$ cat src/rtl/operand_fetch.sv
// -----------------------------------------------------------------------------
// operand_fetch
//
// Sequencing stage in front of the ALU. Each instruction takes four or more
// cycles:
//   FETCH  : request the word at PC and wait for it to come back.
//   READ_A : read source register ra through the single register-file port.
//   READ_B : read source register rb, or use the zero-extended immediate.
//   EXEC   : present the operands to the ALU for one cycle. Write the ALU
//            result back to rd and load the ALU's next-PC.
//
// Instruction word (WORD_W=32, OP_W=5, REG_AW=5):
//   [31:27] opcode  [26:22] rd  [21:17] ra  [16:12] rb  [11] imm  [10:0] imm11
// The field positions come from the parameters. The opcode sits at the top,
// followed by the three register indices and the imm flag. The immediate takes
// all remaining low bits.
//
// Register index 0 is hard-wired to zero. Reads of index 0 ignore rf_rdata,
// and writes to index 0 are suppressed.
//
// Ports:
//   clk, rst         clock, synchronous active-high reset
//   run              lets a new fetch start; only looked at in FETCH
//   imem_req/addr    instruction request (addr is always the PC)
//   imem_rdata/valid instruction return; accepted only in FETCH with run=1
//   rf_raddr/rdata   register-file read port (rdata is combinational)
//   rf_we/waddr/wdata register-file write port, active only in EXEC
//   operator, arg_a, arg_b, currpc
//                    registered ALU inputs; they update together on the edge
//                    that leaves READ_B and otherwise hold their values
//   alu_valid        high during the EXEC cycle
//   result, nxtpc    ALU outputs, consumed in EXEC
// -----------------------------------------------------------------------------
module operand_fetch #(
  parameter int                 WORD_W   = 32,
  parameter int                 OP_W     = 5,
  parameter int                 REG_AW   = 5,
  parameter logic [WORD_W-1:0]  RESET_PC = '0
) (
  input  logic              clk,
  input  logic              rst,
  input  logic              run,

  output logic              imem_req,
  output logic [WORD_W-1:0] imem_addr,
  input  logic [WORD_W-1:0] imem_rdata,
  input  logic              imem_valid,

  output logic [REG_AW-1:0] rf_raddr,
  input  logic [WORD_W-1:0] rf_rdata,
  output logic              rf_we,
  output logic [REG_AW-1:0] rf_waddr,
  output logic [WORD_W-1:0] rf_wdata,

  output logic [OP_W-1:0]   operator,
  output logic [WORD_W-1:0] arg_a,
  output logic [WORD_W-1:0] arg_b,
  output logic [WORD_W-1:0] currpc,
  output logic              alu_valid,
  input  logic [WORD_W-1:0] result,
  input  logic [WORD_W-1:0] nxtpc
);

  // ---------------------------------------------------------------------------
  // Instruction field layout, derived from the top of the word downwards.
  // ---------------------------------------------------------------------------
  localparam int OPC_LSB = WORD_W - OP_W;
  localparam int RD_LSB  = OPC_LSB - REG_AW;
  localparam int RA_LSB  = RD_LSB - REG_AW;
  localparam int RB_LSB  = RA_LSB - REG_AW;
  localparam int IMM_BIT = RB_LSB - 1;
  localparam int IMMV_W  = IMM_BIT;          // immediate occupies [IMM_BIT-1:0]

  typedef enum logic [1:0] {
    FETCH  = 2'd0,
    READ_A = 2'd1,
    READ_B = 2'd2,
    EXEC   = 2'd3
  } state_t;

  state_t state, state_next;

  logic [WORD_W-1:0] pc;
  logic [WORD_W-1:0] ir;       // latched instruction word
  logic [WORD_W-1:0] a_q;      // operand A, held until all ALU inputs update

  // Decoded fields of the latched instruction.
  logic [OP_W-1:0]   dec_op;
  logic [REG_AW-1:0] dec_rd;
  logic [REG_AW-1:0] dec_ra;
  logic [REG_AW-1:0] dec_rb;
  logic              dec_imm;
  logic [WORD_W-1:0] dec_immv;

  assign dec_op   = ir[WORD_W-1 -: OP_W];
  assign dec_rd   = ir[RD_LSB +: REG_AW];
  assign dec_ra   = ir[RA_LSB +: REG_AW];
  assign dec_rb   = ir[RB_LSB +: REG_AW];
  assign dec_imm  = ir[IMM_BIT];
  assign dec_immv = {{(WORD_W-IMMV_W){1'b0}}, ir[IMMV_W-1:0]};

  assign imem_addr = pc;

  // ---------------------------------------------------------------------------
  // State register
  // ---------------------------------------------------------------------------
  // NOTE: every clocked block uses non-blocking (<=) assignments, so all
  // registers sample their inputs as they were before the edge.
  always_ff @(posedge clk) begin
    if (rst) state <= FETCH;
    else     state <= state_next;
  end

  // ---------------------------------------------------------------------------
  // Next-state logic. imem_valid only matters in FETCH with run high. Any other
  // return is ignored.
  // ---------------------------------------------------------------------------
  // NOTE: each always_comb block assigns a default to every output first, so
  // no path can leave a value unassigned and infer a latch.
  always_comb begin
    state_next = state;
    unique case (state)
      FETCH:   if (run && imem_valid) state_next = READ_A;
      READ_A:  state_next = READ_B;
      READ_B:  state_next = EXEC;
      EXEC:    state_next = FETCH;
      default: state_next = FETCH;
    endcase
  end

  // ---------------------------------------------------------------------------
  // Output logic. While rst is high, every strobe is forced low. This stops an
  // instruction caught in EXEC from writing the register file on the
  // resetting edge.
  // ---------------------------------------------------------------------------
  always_comb begin
    imem_req  = 1'b0;
    rf_raddr  = '0;
    rf_we     = 1'b0;
    rf_waddr  = '0;
    rf_wdata  = '0;
    alu_valid = 1'b0;
    if (!rst) begin
      unique case (state)
        FETCH:  imem_req = run;
        READ_A: rf_raddr = dec_ra;
        READ_B: rf_raddr = dec_rb;
        EXEC: begin
          alu_valid = 1'b1;
          rf_we     = (dec_rd != '0);
          rf_waddr  = dec_rd;
          rf_wdata  = result;
        end
        default: ;
      endcase
    end
  end

  // ---------------------------------------------------------------------------
  // Datapath registers.
  //   FETCH : capture the instruction when it is accepted.
  //   READ_A: capture operand A (index 0 reads as zero).
  //   READ_B: load all four ALU inputs at once, so they are stable
  //           through EXEC.
  //   EXEC  : take the ALU's next-PC; wrapping is inherent in WORD_W.
  // ---------------------------------------------------------------------------
  always_ff @(posedge clk) begin
    if (rst) begin
      pc       <= RESET_PC;
      ir       <= '0;
      a_q      <= '0;
      operator <= '0;
      arg_a    <= '0;
      arg_b    <= '0;
      currpc   <= '0;
    end else begin
      unique case (state)
        FETCH: begin
          if (run && imem_valid) ir <= imem_rdata;
        end
        READ_A: begin
          a_q <= (dec_ra == '0) ? '0 : rf_rdata;
        end
        READ_B: begin
          operator <= dec_op;
          arg_a    <= a_q;
          currpc   <= pc;
          if (dec_imm)             arg_b <= dec_immv;
          else if (dec_rb == '0)   arg_b <= '0;
          else                     arg_b <= rf_rdata;
        end
        EXEC: begin
          pc <= nxtpc;
        end
        default: ;
      endcase
    end
  end

endmodule
$ cat config.mk
export PLATFORM = sky130hd
export DESIGN_NAME = operand_fetch
export DESIGN_NICKNAME = d
export VERILOG_FILES = /design/src/rtl/operand_fetch.sv
export SDC_FILE = /design/constraint.sdc
export NUM_CORES = 1
export LEC_CHECK = 0
export ABC_AREA = 1
export CAP_MARGIN = 30
export CORE_MARGIN = 2
export CORE_UTILIZATION = 44
export DETAILED_ROUTE_END_ITERATION = 6
export GPL_ROUTABILITY_DRIVEN = 0
export PLACE_DENSITY = 0.8
export SKIP_CTS_REPAIR_TIMING = 1
export SLEW_MARGIN = 40
export SYNTH_ARGS = -nofsm -noshare
export SYNTH_HDL_FRONTEND = slang
export SYNTH_SLANG_ARGS = --single-unit
$ cat constraint.sdc
create_clock -name clk -period 1.85 [get_ports clk]
set_input_delay 0.37 -clock clk [delete_from_list [all_inputs] [get_ports clk]]
set_output_delay 0.37 -clock clk [all_outputs]
set_load 0.02 [all_outputs]
# == Word level (Yosys, flattened, before mapping) ==
# Index checks and enable logic that the tools add are counted.
# classes
n_eq_ne,4
muxes,17
reduce_logical,6
# ops
cell,count
two-way mux 32 bit,5
two-way mux 5 bit,3
zero test 5 bit,2
one-hot mux 5 bit (2 select lines),1
one-hot mux 2 bit (4 select lines),1
two-way mux 1 bit,6
nonzero test 5 bit,1
== test 2 bit (second input constant),2
== test 2 x 1 -> 1 bit (second input constant),1
zero test 2 bit,1
two-way mux 2 bit,1
!= test 2 bit (second input constant),1
AND reduction 2 bit,1
logical AND 1 bit,1
# totals
reg_bits,199
input_bits,132
wordCells,35

# == Longest topological paths before layout ==
# Gate-level depths: netlist of the first run.
# logic_depth
word_depth,3
ltp_mapped,8

# == Worst setup path after synthesis of the first run ==
# Ideal clock, no wire load.
# synth_timing
path_kind,register to output
start,register state[1]
end,output port rf_waddr[0]
arrival_ns,1.500
required_ns,1.480
path_slack_ns,-0.020
path_stages_with_launch,7
cell_sequence,dfxtp_1 ha_1 buf_2 inv_2 nor2_1 inv_2 nor2_1
# synth_between
elab_chain_len,3
# synth_lines
element,line_no,source
from (decl),81,"state_t state, state_next;"
from (signal assigned),111,else state <= state_next;
== test 2 bit,144,unique case (state)
two-way mux 5 bit,144,
two-way mux 5 bit,143,if (!rst) begin
to (decl),52,"output logic [REG_AW-1:0] rf_waddr,"
# Every way passes these cells.

# == Final worst setup path of the first run ==
# layout_timing
start,register state[1]
end,output port rf_wdata[0]
# layout_between
elab_chain_len,3
# layout_lines
element,line_no,source
== test 2 bit,144,
two-way mux 32 bit,144,
two-way mux 32 bit,143,
to (decl),53,"output logic [WORD_W-1:0] rf_wdata,"
# Every way passes these cells.

==> metrics.txt, run 1 <==
Max Root-Sink Buffers=2; Clk network pwr share=23.7%; H-tree depth=4; initial antenna violation count=0; synthesized area=0.00781 mm2; Adder-Cell Fraction of Synth Area=0.641%; yosys warns=0; Die X=137 um; final setup vio count=27; Hold Path Sink=state[1]; Power Total=15.7 mW; reg2reg path depth=8; Max rail drop VDD=742 uV; DP Wirelength=16.3 mm; Comb pwr share=38.4%; drt wl/cell=15.7 um; Post-Synth Simple-Gate Area=20.4%; Multi-input gate area=0.00322 mm2; initial DRC count=452; most frequent cells in the layout=clkdlybuf4s50_1, nor2_1, dfxtp_1, o21ai_0, nand2_1; die area=0.0188 mm2; max incr delay on CP=0.38 ns; PwrDens=1340 mW/mm2; post-route clock period utilization=104%; XOR/XNOR Fraction of Synth Area=0%; PortBufs=309; synthesized flop and latch total=199; Max FO, Critical Path=20; setup_tns=-0.505 ns; row count=48; Final Hold Fails=0; max_slew headroom=60.9%; cell count after placement=1541; Tmin final=1.92 ns; hold_sp=rst; crit-path cells=ha_4 > buf_12 > nand2_1 > nor2_1 > buf_4; Net Sw Frac=38.3%; Final Slew Violations=0; I/O pin count=310; WHS=0.300 ns; Sinks on Clock Net=199; outcome=complete, but fails checks; clk_lat worst skew=0.44 ns; Power Internal=9.72 mW; Area growth syn-to-layout=50.4%; post-synthesis compound-gate area fraction=19.1%; clk_skew=0.0107 ns; share of power burned in registers=37.9%; reg-to-reg critical path startpoint=state[0]; total CTS buffers=17; worst hold path depth=2; max cap viols=0; routed vias/inst=4.99; leakage=5.16 nW; Crit-path slowest cell=dfxtp_2; Nets=1474; Synth cell types=20; worst min path class=in -> reg; Clock Root Buffer=clkbuf_16; drt total wl=24.8 mm; vias in the first global route=7162; Core Area=0.0174 mm2; Post-Syn Area per Cell=7.39 um2; # diodes=0; sequential cell area=0.00399 mm2; cells after synthesis=1057; ANT nets after route=0; unrepaired setup endpoints after global routing=yes; total placed instance area=0.0111 mm2; Tot GR Track Use=24.5%; Overflow after GRT=0; critical path startpoint=state[1]; critical path arrival=1.55 ns; post-synthesis mux area share=0%; Critical Path Source Type=flip-flop; Initial Utilization=45.0%; violated checks=negative setup slack; Critical Path End Type=output port; TritonCTS clock tree=built; most common cell after layout, fill and taps aside=clkdlybuf4s50_1; Synth Net Count=1193; largest family of logic cells by synthesized area=simple AND/OR/NAND/NOR gates; final core occ=67.7%; Worst Setup Path Type=reg -> out; pre-CTS setup slack=-0.243 ns; r2r setup slk=0.12 ns; DRC violations left=0; worst endpoint required time=1.48 ns; Layout fillers=1475; RR Endpoint=arg_b[27]; first-pass GRT wire length=36.5 mm; achievable clock frequency=520 MHz; Die Ht=137 um; worst slew pin tran=0.586 ns; clock-pin transition on the worst setup and hold timing paths=0.08 ns; DR vias=7871; largest net degree at the start of global routing=96; fin cells=1576; layout cells sized above 1=11.2%; Pre-antenna DRT Iters=5; register area share after synthesis=51.0%; fin area=0.0118 mm2; switching power=6.02 mW; fin worst setup slack=-0.0724 ns
-- cells in the mapped netlist --
cell | count | share of area (%)
nor2_1 | 251 | 12
dfxtp_1 | 199 | 51
o21ai_0 | 168 | 11
nand2_1 | 132 | 6.3
a21oi_1 | 116 | 7.4
inv_1 | 68 | 3.3
buf_2 | 47 | 3.0
nor2_2 | 18 | 1.4
clkbuf_1 | 16 | 0.77
o21ai_1 | 10 | 0.64
buf_6 | 8 | 1.2
clkbuf_2 | 7 | 0.45
ha_1 | 4 | 0.64
inv_2 | 4 | 0.19
nand3_1 | 3 | 0.19
a21oi_2 | 2 | 0.22
buf_4 | 1 | 0.096
nand2_4 | 1 | 0.14
nand3_2 | 1 | 0.13
nand4_1 | 1 | 0.080
-- area by class of cell --
| cell class | count | share of cell area, % |
|---|---|---|
| flip-flops and latches | 199 | 33.9 |
| repair buffers | 341 | 28.8 |
| multi-input cells | 707 | 27.4 |
| clock buffers | 18 | 3.65 |
| well taps | 225 | 2.40 |
| inverters | 72 | 2.34 |
| clock inverters | 14 | 1.45 |
-- routing by layer --
layer	global-route usage, %	vias up	share of wire [%]
met4	7.96	0	2.2
met2	41.0	251	48
met5	0	-	0
li1	-	3922	-
met1	30.4	3663	43
met3	6.73	35	7.1
-- state kept, by name, summed over array words and instances (netlist names) --
| register | cells |
|---|---|
| a_q | 32 |
| arg_a | 32 |
| arg_b | 32 |
| currpc | 32 |
| imem_addr | 32 |
| ir | 32 |
| operator | 5 |
| state | 2 |
-- cells by family after synthesis --
| kind of cell | Yosys count |
|---|---|
| AO/OA/AOI/OAI | 296 |
| adder cells (fa/ha/maj) | 4 |
| buffers and inverters | 151 |
| flip-flops | 199 |
| AND/OR/NAND/NOR | 407 |
-- power groups by stage --
stage | Combinational (mW) | Sequential [mW] | Clock [mW]
6_report | 6.05 | 5.97 | 3.73
5_1_grt | 6.61 | 6.10 | 3.96
4_1_cts | 5.86 | 5.94 | 3.79
3_5_place_dp | 5.83 | 6.03 | 0
3_3_place_gp | 5.73 | 5.99 | 0
2_1_floorplan | 2.58 | 6.73 | 0
-- critical path, delay by kind of cell, from the launching register on --
kind	cells	cell delay (ns)
buf+inv	2	0.32
fa+ha+maj	1	0.21
simple gates	2	0.22
flops	1	0.38
-- how the worst max path moves through the flow --
stage	endpoint	cells after the start
after floorplan	rf_waddr[0]	6
after global placement	imem_req	4
after detailed placement	imem_req	4
after CTS	rf_raddr[1]	5
after global routing	rf_wdata[4]	5
final	rf_wdata[0]	5
Power figures use the tool's default switching activity.
==> run 2: changes to the inputs <==
- ABC_AREA: 1 -> not set
- CORE_UTILIZATION: 44 -> 25
- PLACE_DENSITY: 0.8 -> 0.5
- clock period: 1.85 -> 2.2 ns (I/O delays scaled with it)
==> run 2 against run 1 <==
Compared with the run above:
- the flow now finishes without violations
- final cell count fell by 2.5%
- clock skew rose by 0.011 ns
- non-clock buffer count rose by 2
- via count fell by 15%
- first-iteration DRC count fell by 28%
- flip-flop and latch count did not move
- power fell by 37%
- critical path depth rose by 1
- count of clock-buffer cells in the layout fell by 1
- register-to-register slack improved by 0.30 ns
- wire length rose by 8.3%
- largest power group is now registers
==> metrics.txt, run 2 <==
leakage=4.17 nW; Die Ht=181 um; Power Internal=6.64 mW; routed vias/inst=4.37; most frequent cells in the layout=clkdlybuf4s50_1, dfxtp_1, mux2i_1, nor2_1, nand2_1; final setup vio count=0; achievable clock frequency=468 MHz; initial DRC count=326; Tmin final=2.14 ns; Critical Path End Type=output port; cells after synthesis=835; TritonCTS clock tree=built; first-pass GRT wire length=39.9 mm; Final Hold Fails=0; PwrDens=834 mW/mm2; H-tree depth=4; dominant cell type by area after synthesis=dfxtp_1; Post-Syn Area per Cell=9.39 um2; Area growth syn-to-layout=52.8%; layout cells sized above 1=10.8%; register area share after synthesis=50.8%; Worst Setup Path Type=reg -> out; drt wl/cell=17.5 um; Clk network pwr share=32.3%; met2 routed WL=12.8 mm; switching power=3.35 mW; sequential cell area=0.00399 mm2; Nets=1262; drt total wl=26.8 mm; WHS=0.219 ns; post-route clock period utilization=97.1%; unrepaired setup endpoints after global routing=yes; ANT nets after route=0; Top Layer Used=met5; total placed instance area=0.0114 mm2; Async SR Flop Fraction=0%; DP Wirelength=18.3 mm; max cap viols=0; Final Slew Violations=0; row count=64; pre-CTS setup slack=-0.00140 ns; die area=0.0328 mm2; Layout fillers=3154; max_slew headroom=48.8%; Max rail drop VDD=448 uV; clk_skew=0.0215 ns; worst endpoint required time=1.76 ns; vias in the first global route=6513; Synth Net Count=971; top post-synthesis cells by area=dfxtp_1, mux2i_1, o32ai_1; PortBufs=309; share of power burned in registers=40.2%; Max FO, Critical Path=10; clk_lat worst skew=0.44 ns; count leader, synth=dfxtp_1; metal3 WL=1.85 mm; total CTS buffers=17; Critical Path Source Type=flip-flop; Pre-antenna DRT Iters=4; cell count after placement=1498; post-synth top area share=50.8%; M1 WL=11.8 mm; Overflow after GRT=0; I/O pin count=310; Tot GR Track Use=15.8%; Initial Utilization=25.5%; Multi-input gate area=0.00336 mm2; top_reg_cell synth=dfxtp_1; largest net degree at the start of global routing=79; Net Sw Frac=33.6%; Commonest cells post-synth=dfxtp_1, mux2i_1, nor2_1, nand2_1, o32ai_1; synthesized area=0.00784 mm2; worst min path class=in -> reg; most common cell after layout, fill and taps aside=clkdlybuf4s50_1; Synth cell types=26; worst slew pin tran=0.768 ns; outcome=completed; DRC violations left=0; Comb pwr share=27.6%; Max Root-Sink Buffers=2; Die X=181 um; synthesized flop and latch total=199; DR vias=6714; Core Area=0.0307 mm2; fin cells=1536; critical path arrival=1.70 ns; fin area=0.0120 mm2; setup_tns=0 ns; clock-pin transition on the worst setup and hold timing paths=0.08 ns; Clock Root Buffer=clkbuf_16; count of flip-flops with a built-in enable after synthesis=0; initial antenna violation count=4; fin worst setup slack=0.0646 ns; yosys warns=0; Sinks on Clock Net=199
## run 2: changes by cell type in the layout (fill, tap and decap cells not counted), sizes merged, moves of 17 or more
cell / delta
nand3b: +21
nand2: -36
inv: -17
buf: -23
o21ai: -178
o32ai: +64
and2: +37
clkbuf: +20
mux2i: +113
a21oi: -85
nor2: -158
## run 2: cells by family after synthesis
kind of cell | share of synthesized area [%]
buf+inv | 6.97
flops | 50.8
mux | 14.4
fa+ha+maj | 0.638
compound gates | 10.0
simple gates | 17.1
## run 2: final timing paths
path | end | depth (start not counted) | slack [ns] | startpoint
max reg2reg | arg_b[5] | 6 | 0.42 | state[0]
max | rf_wdata[20] | 6 | 0.06 | state[0]
min reg2reg | ir[3] | 2 | 0.46 | ir[3]
min | operator[0] | 2 | 0.22 | rst
## run 2: layout make-up
| class | instances | share of cell area, % |
|---|---|---|
| Tap cell | 396 | 4.14 |
| Clock buffer | 17 | 3.55 |
| Sequential cell | 199 | 33.3 |
| Timing Repair Buffer | 343 | 27.8 |
| Antenna cell | 2 | 0.0418 |
| Inverter | 55 | 1.72 |
| Multi-Input combinational cell | 510 | 28.0 |
| Clock inverter | 14 | 1.44 |
## run 2: per-layer routing
metal  vias up  GRT usage, %
met1      3068          19.6
met2       218          26.6
li1       3404             -
met5         -             0
met3        20          4.92
met4         4          4.10
## run 2: stage by stage
step	power (mW)	util (%)
floorplan	5.68	-
CTS	10.2	39.2
finish	9.99	39.0
detailed placement	6.88	37.2
global placement	6.89	37.2
global route	10.5	39.0
## run 2: power groups by stage
stage | sequential, mW | combinational, mW | clock, mW
2_1_floorplan | 4.17 | 1.52 | 0
4_1_cts | 4.01 | 2.80 | 3.37
3_5_place_dp | 4.10 | 2.78 | 0
5_1_grt | 4.05 | 2.97 | 3.48
6_report | 4.01 | 2.75 | 3.22
3_3_place_gp | 4.09 | 2.79 | 0
## run 2: worst max-delay path, cell delays in order, from the launching register on
cell and delay (ns):
dfxtp_4 0.36, ha_2 0.19, nor2b_4 0.13, buf_12 0.13
clkbuf_16 0.15, and2_1 0.15, buf_2 0.16
==> run 3: changes to the inputs <==
- CTS_BUF_LIST: not set -> sky130_fd_sc_hd__clkbuf_16
==> results of run 3 <==
The final DEF is identical to that of run 2; final timing and power are the same.
